**config.mk**
```make
export PLATFORM = sky130hd
export DESIGN_NAME = sbqm_sensor_front
export DESIGN_NICKNAME = d
export VERILOG_FILES = /design/src/rtl/sbqm_sensor_front.sv
export SDC_FILE = /design/constraint.sdc
export NUM_CORES = 1
export LEC_CHECK = 0
export BUFFER_PORTS_ARGS = -buffer_cell sky130_fd_sc_hd__buf_2
export CAP_MARGIN = 15
export CORE_MARGIN = 5
export CORE_UTILIZATION = 50
export CTS_BUF_LIST = sky130_fd_sc_hd__clkbuf_8
export DETAILED_ROUTE_END_ITERATION = 8
export GPL_TIMING_DRIVEN = 0
export PLACE_DENSITY = 0.76
export SYNTH_ARGS = -nofsm -noshare
export SYNTH_HDL_FRONTEND = slang
export SYNTH_SLANG_ARGS = --single-unit
```
**constraint.sdc**
```tcl
create_clock -name clk -period 1.7 [get_ports clk]
set_input_delay 0.34 -clock clk [delete_from_list [all_inputs] [get_ports clk]]
set_output_delay 0.34 -clock clk [all_outputs]
set_load 0.03 [all_outputs]
```
**src/rtl/sbqm_sensor_front.sv**
```systemverilog
// sbqm_sensor_front
//
// Photocell conditioner placed in front of the bank-queue Unit. Both raw,
// asynchronous, active-low door sensors are synchronised, debounced and
// converted into single clean low pulses. Arrivals and departures are queued
// in small pending counters and replayed one at a time, so the outputs never
// overlap and always keep a minimum high gap between pulses.
//
// Ports:
//   clk        - sole clock, rising edge
//   reset      - synchronous, active-high reset
//   rawUp      - entry photocell, asynchronous, low = beam broken
//   rawDown    - exit photocell, asynchronous, low = beam broken
//   upSignal   - registered entry event, idles high, one low pulse per arrival
//   downSignal - registered exit event, idles high, one low pulse per departure
//   overflow   - sticky flag, set when an event is lost to a full pending counter
//
// Parameters:
//   DEBOUNCE  - synchronised cycles a new level must hold to be accepted (>=2)
//   PULSE_LOW - cycles each output pulse stays low (>=1)
//   PULSE_GAP - minimum high cycles between any two output pulses (>=1)
module sbqm_sensor_front #(
  parameter int DEBOUNCE  = 4,
  parameter int PULSE_LOW = 2,
  parameter int PULSE_GAP = 2
) (
  input  logic clk,
  input  logic reset,
  input  logic rawUp,
  input  logic rawDown,
  output logic upSignal,
  output logic downSignal,
  output logic overflow
);

  localparam int DBW  = $clog2(DEBOUNCE) + 1;
  localparam int TMAX = (PULSE_LOW > PULSE_GAP) ? PULSE_LOW : PULSE_GAP;
  localparam int TW   = (TMAX > 1) ? $clog2(TMAX) : 1;

  // Channel 0 is the entry (up) side, channel 1 the exit (down) side.
  logic [1:0] raw_in;
  logic [1:0] fall_evt;
  logic [1:0] pend_any;
  logic [1:0] drop;
  logic [1:0] launch;

  assign raw_in = {rawDown, rawUp};

  // ---------------------------------------------------------------------
  // Per-channel synchroniser, debouncer and pending-event counter
  // ---------------------------------------------------------------------
  for (genvar gi = 0; gi < 2; gi++) begin : g_chan
    logic           s1_reg;
    logic           s2_reg;
    logic           stable_reg;
    logic [DBW-1:0] db_cnt_reg;
    logic [1:0]     pend_reg;
    logic           db_done;

    // The edge on which the mismatch count would reach DEBOUNCE.
    assign db_done      = (s2_reg != stable_reg) && (db_cnt_reg == DBW'(DEBOUNCE - 1));
    // Only an accepted high-to-low change of the debounced level is an event.
    assign fall_evt[gi] = db_done && stable_reg;
    assign pend_any[gi] = (pend_reg != 2'd0);
    // A launch on the same edge frees a slot, so only then is a full counter safe.
    assign drop[gi]     = fall_evt[gi] && !launch[gi] && (pend_reg == 2'd3);

    always_ff @(posedge clk) begin
      if (reset) begin
        s1_reg     <= 1'b1;
        s2_reg     <= 1'b1;
        stable_reg <= 1'b1;
        db_cnt_reg <= '0;
        pend_reg   <= 2'd0;
      end else begin
        s1_reg <= raw_in[gi];
        s2_reg <= s1_reg;

        if (s2_reg == stable_reg) begin
          db_cnt_reg <= '0;
        end else if (db_done) begin
          stable_reg <= s2_reg;
          db_cnt_reg <= '0;
        end else begin
          db_cnt_reg <= db_cnt_reg + 1'b1;
        end

        // Event and launch together cancel; a full counter simply holds.
        if (fall_evt[gi] && !launch[gi]) begin
          if (pend_reg != 2'd3) begin
            pend_reg <= pend_reg + 2'd1;
          end
        end else if (!fall_evt[gi] && launch[gi]) begin
          pend_reg <= pend_reg - 2'd1;
        end
      end
    end
  end

  // ---------------------------------------------------------------------
  // Sticky overflow flag
  // ---------------------------------------------------------------------
  logic overflow_reg;

  always_ff @(posedge clk) begin
    if (reset) begin
      overflow_reg <= 1'b0;
    end else if (|drop) begin
      overflow_reg <= 1'b1;
    end
  end

  assign overflow = overflow_reg;

  // ---------------------------------------------------------------------
  // Output sequencer
  // ---------------------------------------------------------------------
  typedef enum logic [1:0] {
    IDLE     = 2'd0,
    UP_LOW   = 2'd1,
    DOWN_LOW = 2'd2,
    GAP      = 2'd3
  } state_t;

  state_t         state_reg, state_next;
  logic [TW-1:0]  tmr_reg, tmr_next;
  logic           last_up_reg, last_up_next;
  logic           pick_up, pick_down;
  logic           arb;
  logic           up_sig_reg, down_sig_reg;

  // Channel choice: a lone requester wins; on a tie, serve the side that
  // was not served last (up first after reset).
  always_comb begin
    pick_up   = 1'b0;
    pick_down = 1'b0;
    if (pend_any[0] && pend_any[1]) begin
      if (last_up_reg) begin
        pick_down = 1'b1;
      end else begin
        pick_up = 1'b1;
      end
    end else if (pend_any[0]) begin
      pick_up = 1'b1;
    end else if (pend_any[1]) begin
      pick_down = 1'b1;
    end
  end

  always_comb begin
    state_next   = state_reg;
    tmr_next     = tmr_reg;
    last_up_next = last_up_reg;
    launch       = 2'b00;
    arb          = 1'b0;

    case (state_reg)
      IDLE: begin
        arb = 1'b1;
      end
      UP_LOW, DOWN_LOW: begin
        if (tmr_reg == TW'(PULSE_LOW - 1)) begin
          state_next = GAP;
          tmr_next   = '0;
        end else begin
          tmr_next = tmr_reg + 1'b1;
        end
      end
      GAP: begin
        // Leaving GAP passes through IDLE's decision in the same edge so that
        // back-to-back pulses keep exactly PULSE_GAP high cycles between them.
        if (tmr_reg == TW'(PULSE_GAP - 1)) begin
          state_next = IDLE;
          tmr_next   = '0;
          arb        = 1'b1;
        end else begin
          tmr_next = tmr_reg + 1'b1;
        end
      end
      default: begin
        state_next = IDLE;
        tmr_next   = '0;
      end
    endcase

    if (arb) begin
      if (pick_up) begin
        state_next   = UP_LOW;
        tmr_next     = '0;
        launch       = 2'b01;
        last_up_next = 1'b1;
      end else if (pick_down) begin
        state_next   = DOWN_LOW;
        tmr_next     = '0;
        launch       = 2'b10;
        last_up_next = 1'b0;
      end
    end
  end

  // Outputs are decoded from the next state so the low level appears on the
  // same edge as the launch, yet still comes straight from a flop.
  always_ff @(posedge clk) begin
    if (reset) begin
      state_reg    <= IDLE;
      tmr_reg      <= '0;
      last_up_reg  <= 1'b0;
      up_sig_reg   <= 1'b1;
      down_sig_reg <= 1'b1;
    end else begin
      state_reg    <= state_next;
      tmr_reg      <= tmr_next;
      last_up_reg  <= last_up_next;
      up_sig_reg   <= (state_next != UP_LOW);
      down_sig_reg <= (state_next != DOWN_LOW);
    end
  end

  assign upSignal   = up_sig_reg;
  assign downSignal = down_sig_reg;

endmodule

```
==> flow_summary.yaml, run 1 <==
routing:
  dr.pass1.iters: 4
  vias: 911
  drcViolationCount: 0
  wl_per_cell_um: 12.9
  wirelength_um: 2060
  vias_per_cell: 5.69
  ant_nets: 0
  detailedRoute.firstIterationViolations: 24
synth:
  synth_top_area_share_pct: 39.9
  synthesis.area_mm2: 0.00115
  syn_avg_cell_area_um2: 9.47
  yosysUniqueCellTypes: 41
  synth_area_leaders: "dfxtp_1 40%, ha_1 6.5%, nor2_1 4.6%"
  synthArstFlopShare_pct: 0
  synthCells: 122
  synth_seq_cells: 23
  synth_edf_count: 0
  yosys_warnings: 0
  syn-num-nets: 132
  synth_common_cells: "23 x dfxtp_1, 14 x nor2_1, 9 x inv_1"
  yosysTopAreaCell: "dfxtp_1"
  synthFlopType: "dfxtp_1"
  synth_most_common_cell: "dfxtp_1"
  yosysSeqAreaShare_pct: 39.9
die:
  die_x_um: 58.1
  fp-row-count: 17
  dieArea_mm2: 0.00337
  core_area_mm2: 0.00221
  num_io_pins: 7
  initial_core_util_pct: 52.2
  die_h_um: 58.1
pwr:
  power_density_mw_per_mm2: 672
  p_leak_uw: 0.000490
  irDropWorstVdd_uv: 670
  power.total_uw: 893
global_route:
  grt_start_max_net_pins: 13
  grt_pass1_wl_um: 3590
  grt_use_total_pct: 13.2
  gr-total-overflow: 0
  first_global_vias: 827
  antenna_found_initial: 0
sta:
  final.setup.worst_slack_ns: 0.0383
  fmax_ghz: 0.602
  fin_crit_sh_pct: 97.7
  finalSetupViolCount: 0
  finalCriticalPeriod_ns: 1.66
  skew_ns: 0.00405
  hold_viol_final: 0
  rsz0062_at_grt: "false"
  tightest_slew_ns: 0.464
  drv_slew: 0
  max_slew_margin_pct: 69.1
clock_network:
  cts.sink_count: 23
  cts_buffers: 3
  clk_path_buf_depth: 2
  insertion_delay_ns: 0.26
  cts_root_buf: "clkbuf_8"
  tritoncts: "done"
  htree_levels: 1
  clk_pin_slew_worst_paths_ns: 0.08
  ctsHoldBuffers: 0
cells_and_area:
  nFillCells: 217
  final_net_count: 143
  drive_gt1_share_pct: 25.8
  n_antenna_cell: 0
  largest_register_ffs: 6
  final_core_util_pct: 60.1
  area_growth_pct: 15.1
  fin_area_mm2: 0.00133
  layout.cells.non_filler: 160
setup_path:
  rr_startpoint: "state_reg[1]$_SDFF_PP0_"
  critical_path_class: "flop to flop"
  worstPathRequired_ns: 1.86
  max_stage_delay_ns: 0.37
  r2r_setup_slack_ns: 0.04
  crit_path_top_delay_cell: "dfxtp_2"
  cp_max_fo: 6
  critPathArrivalTime_ns: 1.83
  cp-start-kind: "flop"
  endpoint_kind: "flop"
  r2r_cells: 6
  crit_chain: "inv_2 -> ha_4 -> o21ba_4 -> and3_4 -> a31o_1 -> a311oi_1"
  rr_endpoint: "g_chan[0].pend_reg[0]$_SDFFE_PP0P_"
  crit_start: "state_reg[1]$_SDFF_PP0_"
  crit_end: "g_chan[0].pend_reg[0]$_SDFFE_PP0P_"
hold_path:
  hold_path.class: "input pin to flop"
place:
  portBuffers: 5
  place_congestion: 0.860
  pre_cts_slack_ns: -0.118
  dpl-instance-area_mm2: 0.00121
  dpl.hpwl_um: 1470
  place_inst: 155
run_status:
  outcome: "finished clean"
flow_run:
  cap_viol_max_count: 0
[through the flow]
step                      setup TNS, ns  hold slack [ns]
final                                 0            0.261
after global routing                  0            0.261
after CTS                             0            0.259
after detailed placement         -0.279            0.399
after global placement           -0.112            0.394
after floorplan                       0            0.389
[area by class of cell]
type	count	area (µm²)	area share, %
Clock buffer	3	41.3	3.11
Buffer	4	26.3	1.98
Clock inverter	1	3.75	0.282
Sequential cell	23	464	34.9
Multi-Input combinational cell	86	692	52.1
Inverter	9	33.8	2.54
Timing Repair Buffer	6	32.5	2.45
Tap cell	28	35.0	2.64
[how the worst min path moves through the flow]
stage	to	cells past startpoint	startpoint	slack, ns
floorplan	g_chan[0].s2_reg$_SDFF_PP1_	1	g_chan[0].s1_reg$_SDFF_PP1_	0.39
global placement	g_chan[1].s2_reg$_SDFF_PP1_	1	g_chan[1].s1_reg$_SDFF_PP1_	0.39
detailed placement	g_chan[1].s2_reg$_SDFF_PP1_	1	g_chan[1].s1_reg$_SDFF_PP1_	0.40
CTS	g_chan[1].s1_reg$_SDFF_PP1_	2	rawDown	0.26
global route	g_chan[1].s1_reg$_SDFF_PP1_	2	rawDown	0.26
finish	g_chan[0].s1_reg$_SDFF_PP1_	2	rawUp	0.26
[power breakdown]
| part | leakage [µW] | switching, µW | internal (µW) |
|---|---|---|---|
| registers | 0.000188 | 3.41 | 544 |
| logic | 0.000275 | 11.5 | 10.7 |
| clock network | 0.0000269 | 162 | 161 |
| total | 0.000490 | 177 | 716 |
[layout by cell type (no fill, tap or decap), types with 3 or more instances in the layout]
| master | n |
|---|---|
| nand2_1 | 3 |
| dfxtp_1 | 20 |
| o21ai_0 | 3 |
| nor2_1 | 14 |
| a21oi_1 | 6 |
| nand3b_1 | 3 |
| ha_1 | 3 |
| inv_2 | 3 |
| dfxtp_2 | 3 |
| o21ai_1 | 3 |
| inv_1 | 7 |
| or2_2 | 4 |
| clkbuf_8 | 3 |
| nor2b_1 | 4 |
| or3_1 | 3 |
| buf_2 | 5 |
| nand3_1 | 4 |
[worst max-delay path, delay by kind of cell, from the launching register on]
family | cells | cell delay, ns
simple gates | 1 | 0.19
flops | 1 | 0.37
compound gates | 3 | 0.65
fa+ha+maj | 1 | 0.30
buf+inv | 1 | 0.06
[layer usage]
layer | up-vias | wire length, µm | global-route usage [%]
met4 | 0 | 25 | 6.29
met3 | 4 | 78 | 2.23
met2 | 22 | 1060 | 22.3
li1 | 458 | - | -
met1 | 427 | 895 | 16.4
met5 | - | 0 | 0
[cells by family (layout without fill, tap and decap cells)]
logic type | after synthesis | count (layout) | synth area share (%)
compound gates | 31 | 31 | 22.9
xor+xnor | 2 | 2 | 1.52
simple gates | 46 | 46 | 22.8
buf+inv | 13 | 23 | 5.20
flops | 23 | 23 | 39.9
fa+ha+maj | 6 | 6 | 6.50
mux | 1 | 1 | 1.30
[what timing repair did]
action / CTS / global route
setup buffers: 0 / 1
setup endpoints to repair: 4 / 3
resized for setup: 5 / 12
pin swaps: 1 / 3
Note: power is estimated with default switching activity, not from simulation.
==> run 2, diff against run 1 <==
--- a/config.mk
+++ b/config.mk
@@ -8,11 +8,11 @@
 export BUFFER_PORTS_ARGS = -buffer_cell sky130_fd_sc_hd__buf_2
 export CAP_MARGIN = 15
 export CORE_MARGIN = 5
-export CORE_UTILIZATION = 50
+export CORE_UTILIZATION = 55
 export CTS_BUF_LIST = sky130_fd_sc_hd__clkbuf_8
 export DETAILED_ROUTE_END_ITERATION = 8
 export GPL_TIMING_DRIVEN = 0
-export PLACE_DENSITY = 0.76
+export PLACE_DENSITY = 0.82
 export SYNTH_ARGS = -nofsm -noshare
 export SYNTH_HDL_FRONTEND = slang
 export SYNTH_SLANG_ARGS = --single-unit
==> run 2 against run 1 <==
  * Wire length fell by 3.1%
  * Clock power is essentially flat
  * Worst setup slack improved by 0.035 ns
  * Combinational power grew 2%
  * Sequential power hardly changed
  * Core utilization increased by 5.3 points
  * Fmax grew 2.1%
  * Global-route usage decreased by 0.052 points
  * Critical path depth is the same
  * Power increased by 0.27%
  * First-iteration DRC count shrank 58%
  * Via count shrank 3.4%
==> flow_summary.yaml, run 2 (same netlist as run 1, synthesis figures left out) <==
clock_network:
  cts_setup_buffers: 0
  clk_pin_slew_worst_paths_ns: 0.08
  cts.sink_count: 23
  clk_path_buf_depth: 2
  htree_levels: 1
  cts_buffers: 3
  insertion_delay_ns: 0.26
  tritoncts: "done"
  cts_root_buf: "clkbuf_8"
sta:
  hold_viol_final: 0
  finalCriticalPeriod_ns: 1.63
  max_slew_margin_pct: 66.9
  skew_ns: 0.00235
  drv_slew: 0
  finalSetupViolCount: 0
  fmax_ghz: 0.615
  fin_tns_setup_ns: 0
  tightest_slew_ns: 0.497
  fin_crit_sh_pct: 95.7
global_route:
  grt_start_max_net_pins: 13
  grt_pass1_wl_um: 3400
  grt_use_total_pct: 13.2
  gr-total-overflow: 0
  first_global_vias: 822
  antenna_found_initial: 0
place:
  dpl.hpwl_um: 1450
  place_congestion: 0.811
  place_inst: 154
  portBuffers: 5
pwr:
  p_leak_uw: 0.000481
  power_density_mw_per_mm2: 690
  irDropWorstVdd_uv: 827
die:
  die_x_um: 55.8
  core_area_mm2: 0.00198
  initial_core_util_pct: 58.3
  die_h_um: 55.8
  fp-row-count: 16
  num_io_pins: 7
  dieArea_mm2: 0.00312
cells_and_area:
  largest_register_ffs: 6
  n_antenna_cell: 0
  mostFrequentLayoutCell: "dfxtp_1"
  final_cell_mix: "20 x dfxtp_1, 14 x nor2_1, 10 x inv_1, 6 x a21oi_1, 5 x buf_2"
  area_growth_pct: 12.2
  layout.cells.non_filler: 158
  nFillCells: 156
  final_net_count: 142
  final_core_util_pct: 65.4
  seqCellArea_um2: 464
  drive_gt1_share_pct: 22.9
  multi_input_comb_area_um2: 668
setup_path:
  cp_max_fo: 7
  endpoint_kind: "flop"
  worstPathRequired_ns: 1.87
  critical_path_class: "flop to flop"
  critPathArrivalTime_ns: 1.80
  cp-start-kind: "flop"
routing:
  wirelength_um: 2000
  wl_per_cell_um: 12.7
  vias: 880
  drcViolationCount: 0
  ant_nets: 0
  dr.pass1.iters: 4
  detailedRoute.firstIterationViolations: 10
  vias_per_cell: 5.57
hold_path:
  hold_path.class: "input pin to flop"
run_status:
  outcome: "finished clean"
flow_run:
  cap_viol_max_count: 0
==> run 2: area by class of cell <==
cell class | count | share of cell area, %
Sequential cell | 23 | 35.8
Buffer | 4 | 2.03
Timing Repair Buffer | 5 | 1.93
Clock inverter | 1 | 0.290
Multi-Input combinational cell | 86 | 51.5
Clock buffer | 3 | 3.19
Tap cell | 27 | 2.61
Inverter | 9 | 2.61
==> run 2: path summary, 6_finish.rpt <==
path / start / end / slack [ns] / depth (start not counted)
worst max-delay path: state_reg[1]$_SDFF_PP0_ / g_chan[0].pend_reg[0]$_SDFFE_PP0P_ / 0.07 / 6
worst min-delay path: rawUp / g_chan[0].s1_reg$_SDFF_PP1_ / 0.26 / 2
worst max register to register: state_reg[1]$_SDFF_PP0_ / g_chan[0].pend_reg[0]$_SDFFE_PP0P_ / 0.07 / 6
worst min register to register: g_chan[1].db_cnt_reg[0]$_SDFF_PP0_ / g_chan[1].db_cnt_reg[0]$_SDFF_PP0_ / 0.41 / 1
==> run 2: repair_timing <==
action | CTS | global route
hold endpoints to repair | 0 | 0
hold buffers | 0 | 0
gates resized for setup | 3 | 7
pin swaps | 1 | 1
setup endpoints to repair | 4 | 2
==> run 2: routing by layer <==
metal	global-route usage (%)	up-vias	wire length, µm
met5	0	-	0
met4	6.10	0	35
met3	2.09	5	45
met2	22.1	11	938
met1	16.5	410	980
li1	-	454	-
==> run 2: metrics by stage <==
step / hold slack [ns] / setup slack (ns) / instance area [µm²] / power (µW)
finish: 0.258 / 0.0732 / 1300 / 895
global route: 0.271 / -0.00105 / 1300 / 926
CTS: 0.253 / 0.00471 / 1270 / 907
detailed placement: 0.399 / -0.0955 / 1210 / 583
global placement: 0.393 / -0.0766 / 1210 / 582
floorplan: 0.389 / 0.0260 / 1150 / 576
==> run 2: worst max-delay path, cell delays in order (launching register included) <==
cell	delay, ns
dfxtp_2	0.35
inv_1	0.08
ha_4	0.31
o21ba_2	0.19
and3_4	0.19
a31o_1	0.21
a311oi_1	0.21
==> run 2: report_power, final <==
part | internal (µW) | switching (µW) | total, µW
logic | 10.8 | 12.0 | 22.7
registers | 544 | 3.65 | 548
clock network | 161 | 163 | 324
==> run 3, diff against run 2 <==
--- a/config.mk
+++ b/config.mk
@@ -13,6 +13,7 @@
 export DETAILED_ROUTE_END_ITERATION = 8
 export GPL_TIMING_DRIVEN = 0
 export PLACE_DENSITY = 0.82
+export SETUP_SLACK_MARGIN = 0.15
 export SYNTH_ARGS = -nofsm -noshare
 export SYNTH_HDL_FRONTEND = slang
 export SYNTH_SLANG_ARGS = --single-unit
==> run 3 against run 2 <==
  * Wire length rose by 17%
  * Non-clock buffer count rose by 11
  * Core utilization rose by 6.7 points
  * Critical endpoint unchanged
  * Global-route usage rose by 1.5 points
  * Critical path depth did not move
  * Clock skew rose by 0.0029 ns
  * Largest cell class unchanged
  * Largest power group unchanged
  * Flip-flop and latch count did not move
  * Worst setup slack improved by 0.061 ns
  * Clock power rose by 3%
  * Register-to-register slack improved by 0.06 ns
  * Die area did not move
  * Critical path type unchanged
  * Clock-buffer cell count did not move
==> flow_summary.yaml, run 3 (same netlist as run 1, synthesis figures left out) <==
routing:
  dr_wl_met3_um: 81
  detailedRoute.firstIterationViolations: 30
  wirelength_um: 2330
  top_layer_used: "met4"
  wl_per_cell_um: 13.8
  met2_length_um: 1180
  vias: 965
  ant_nets: 0
  drcViolationCount: 0
  met1_length_um: 1040
  vias_per_cell: 5.71
  dr.pass1.iters: 4
cells_and_area:
  seqCellArea_um2: 465
  drive_gt1_share_pct: 35.2
  nFillCells: 135
  final_cell_mix: "19 x dfxtp_1, 14 x nor2_1, 12 x buf_4, 6 x inv_1, 6 x a21oi_1"
  multi_input_comb_area_um2: 716
  mostFrequentLayoutCell: "dfxtp_1"
  fin_area_mm2: 0.00143
  final_net_count: 153
  n_antenna_cell: 0
  area_growth_pct: 23.7
  largest_register_ffs: 6
setup_path:
  r2r_cells: 6
  crit_chain: "inv_2 -> ha_4 -> o21ba_4 -> and3_4 -> a31o_1 -> a311oi_1"
  cp-start-kind: "flop"
  crit_path_top_delay_cell: "dfxtp_2"
  critPathArrivalTime_ns: 1.74
  endpoint_kind: "flop"
  worstPathRequired_ns: 1.88
  cp.depth: 6
  cp_max_fo: 7
  crit_family: "compound AO/OA/AOI/OAI gates"
  max_stage_delay_ns: 0.36
  worst-path-buf-inv: 1
  critical_path_class: "flop to flop"
place:
  dpl.hpwl_um: 1450
  portBuffers: 5
  dpl-instance-area_mm2: 0.00123
  place_congestion: 0.796
sta:
  hold_viol_final: 0
  fin_tns_setup_ns: 0
  fmax_ghz: 0.638
  rsz0062_at_grt: "true"
  tightest_slew_ns: 0.511
  drv_slew: 0
  skew_ns: 0.00521
  finalSetupViolCount: 0
  finalCriticalPeriod_ns: 1.57
  fin_crit_sh_pct: 92.1
  max_slew_margin_pct: 65.9
global_route:
  grt_use_total_pct: 14.7
  grt_start_max_net_pins: 14
  antenna_found_initial: 0
  gr-total-overflow: 0
  grt_pass1_wl_um: 3770
  first_global_vias: 885
pwr:
  irDropWorstVdd_uv: 532
  p_leak_uw: 0.000541
  power_density_mw_per_mm2: 634
die:
  dieArea_mm2: 0.00312
  num_io_pins: 7
  fp-row-count: 16
  die_h_um: 55.8
  die_x_um: 55.8
  core_area_mm2: 0.00198
  initial_core_util_pct: 58.3
clock_network:
  cts_root_buf: "clkbuf_8"
  cts.sink_count: 23
  clk_path_buf_depth: 2
  insertion_delay_ns: 0.26
  htree_levels: 1
  clk_pin_slew_worst_paths_ns: 0.08
  cts_buffers: 3
  tritoncts: "done"
run_status:
  outcome: "finished clean"
hold_path:
  hold_path.class: "input pin to flop"
  hold_depth: 2
flow_run:
  cap_viol_max_count: 0
## run 3: per-stage QoR
stage          util [%]  hold slack [ns]  total power [µW]  worst slack, ns  cells
2_1_floorplan         -            0.389               576            0.152    122
3_3_place_gp       62.1            0.393               582           0.0522    154
3_5_place_dp       62.1            0.403               583           0.0571    154
4_1_cts            67.5            0.253               912            0.143    162
5_1_grt            72.1            0.256               946           0.0548    169
6_report           72.1            0.255               906            0.134    169
## run 3: path summary, 6_finish.rpt
kind	from	to	slack [ns]
worst max-delay path	state_reg[0]$_SDFF_PP0_	g_chan[0].pend_reg[0]$_SDFFE_PP0P_	0.13
worst min-delay path	rawUp	g_chan[0].s1_reg$_SDFF_PP1_	0.25
worst max register to register	state_reg[0]$_SDFF_PP0_	g_chan[0].pend_reg[0]$_SDFFE_PP0P_	0.13
worst min register to register	g_chan[1].s1_reg$_SDFF_PP1_	g_chan[1].s2_reg$_SDFF_PP1_	0.43
## run 3: worst reg2reg max path, stage by stage, from the launching register on
cell and delay [ns]:
dfxtp_2 0.36, inv_2 0.06, ha_4 0.31, o21ba_4 0.18
and3_4 0.19, a31o_1 0.17, a311oi_1 0.22
## run 3: what timing repair did
action / in CTS / in global routing
buffers inserted: 4 / 7
pin swaps: 5 / 7
gates resized for setup: 9 / 9
setup endpoints to repair: 5 / 6
hold buffers: 0 / 0
## run 3: layout make-up
type                            count  share of cell area [%]
Multi-Input combinational cell     86                    50.1
Clock inverter                      1                   0.350
Inverter                            9                    2.36
Clock buffer                        3                    2.89
Sequential cell                    23                    32.6
Tap cell                           27                    2.36
Timing Repair Buffer               16                    7.53
Buffer                              4                    1.84
## run 3: power breakdown
part | leakage (µW) | switching, µW | internal (µW)
logic | 0.000327 | 12.6 | 11.9
registers | 0.000189 | 3.94 | 544
clock network | 0.0000255 | 170 | 163
total | 0.000541 | 186 | 719
## run 3: layer usage
metal	vias to the layer above	track usage, %
li1	476	-
met1	461	17.0
met2	22	25.8
met3	6	3.25
met4	0	6.10
met5	-	0
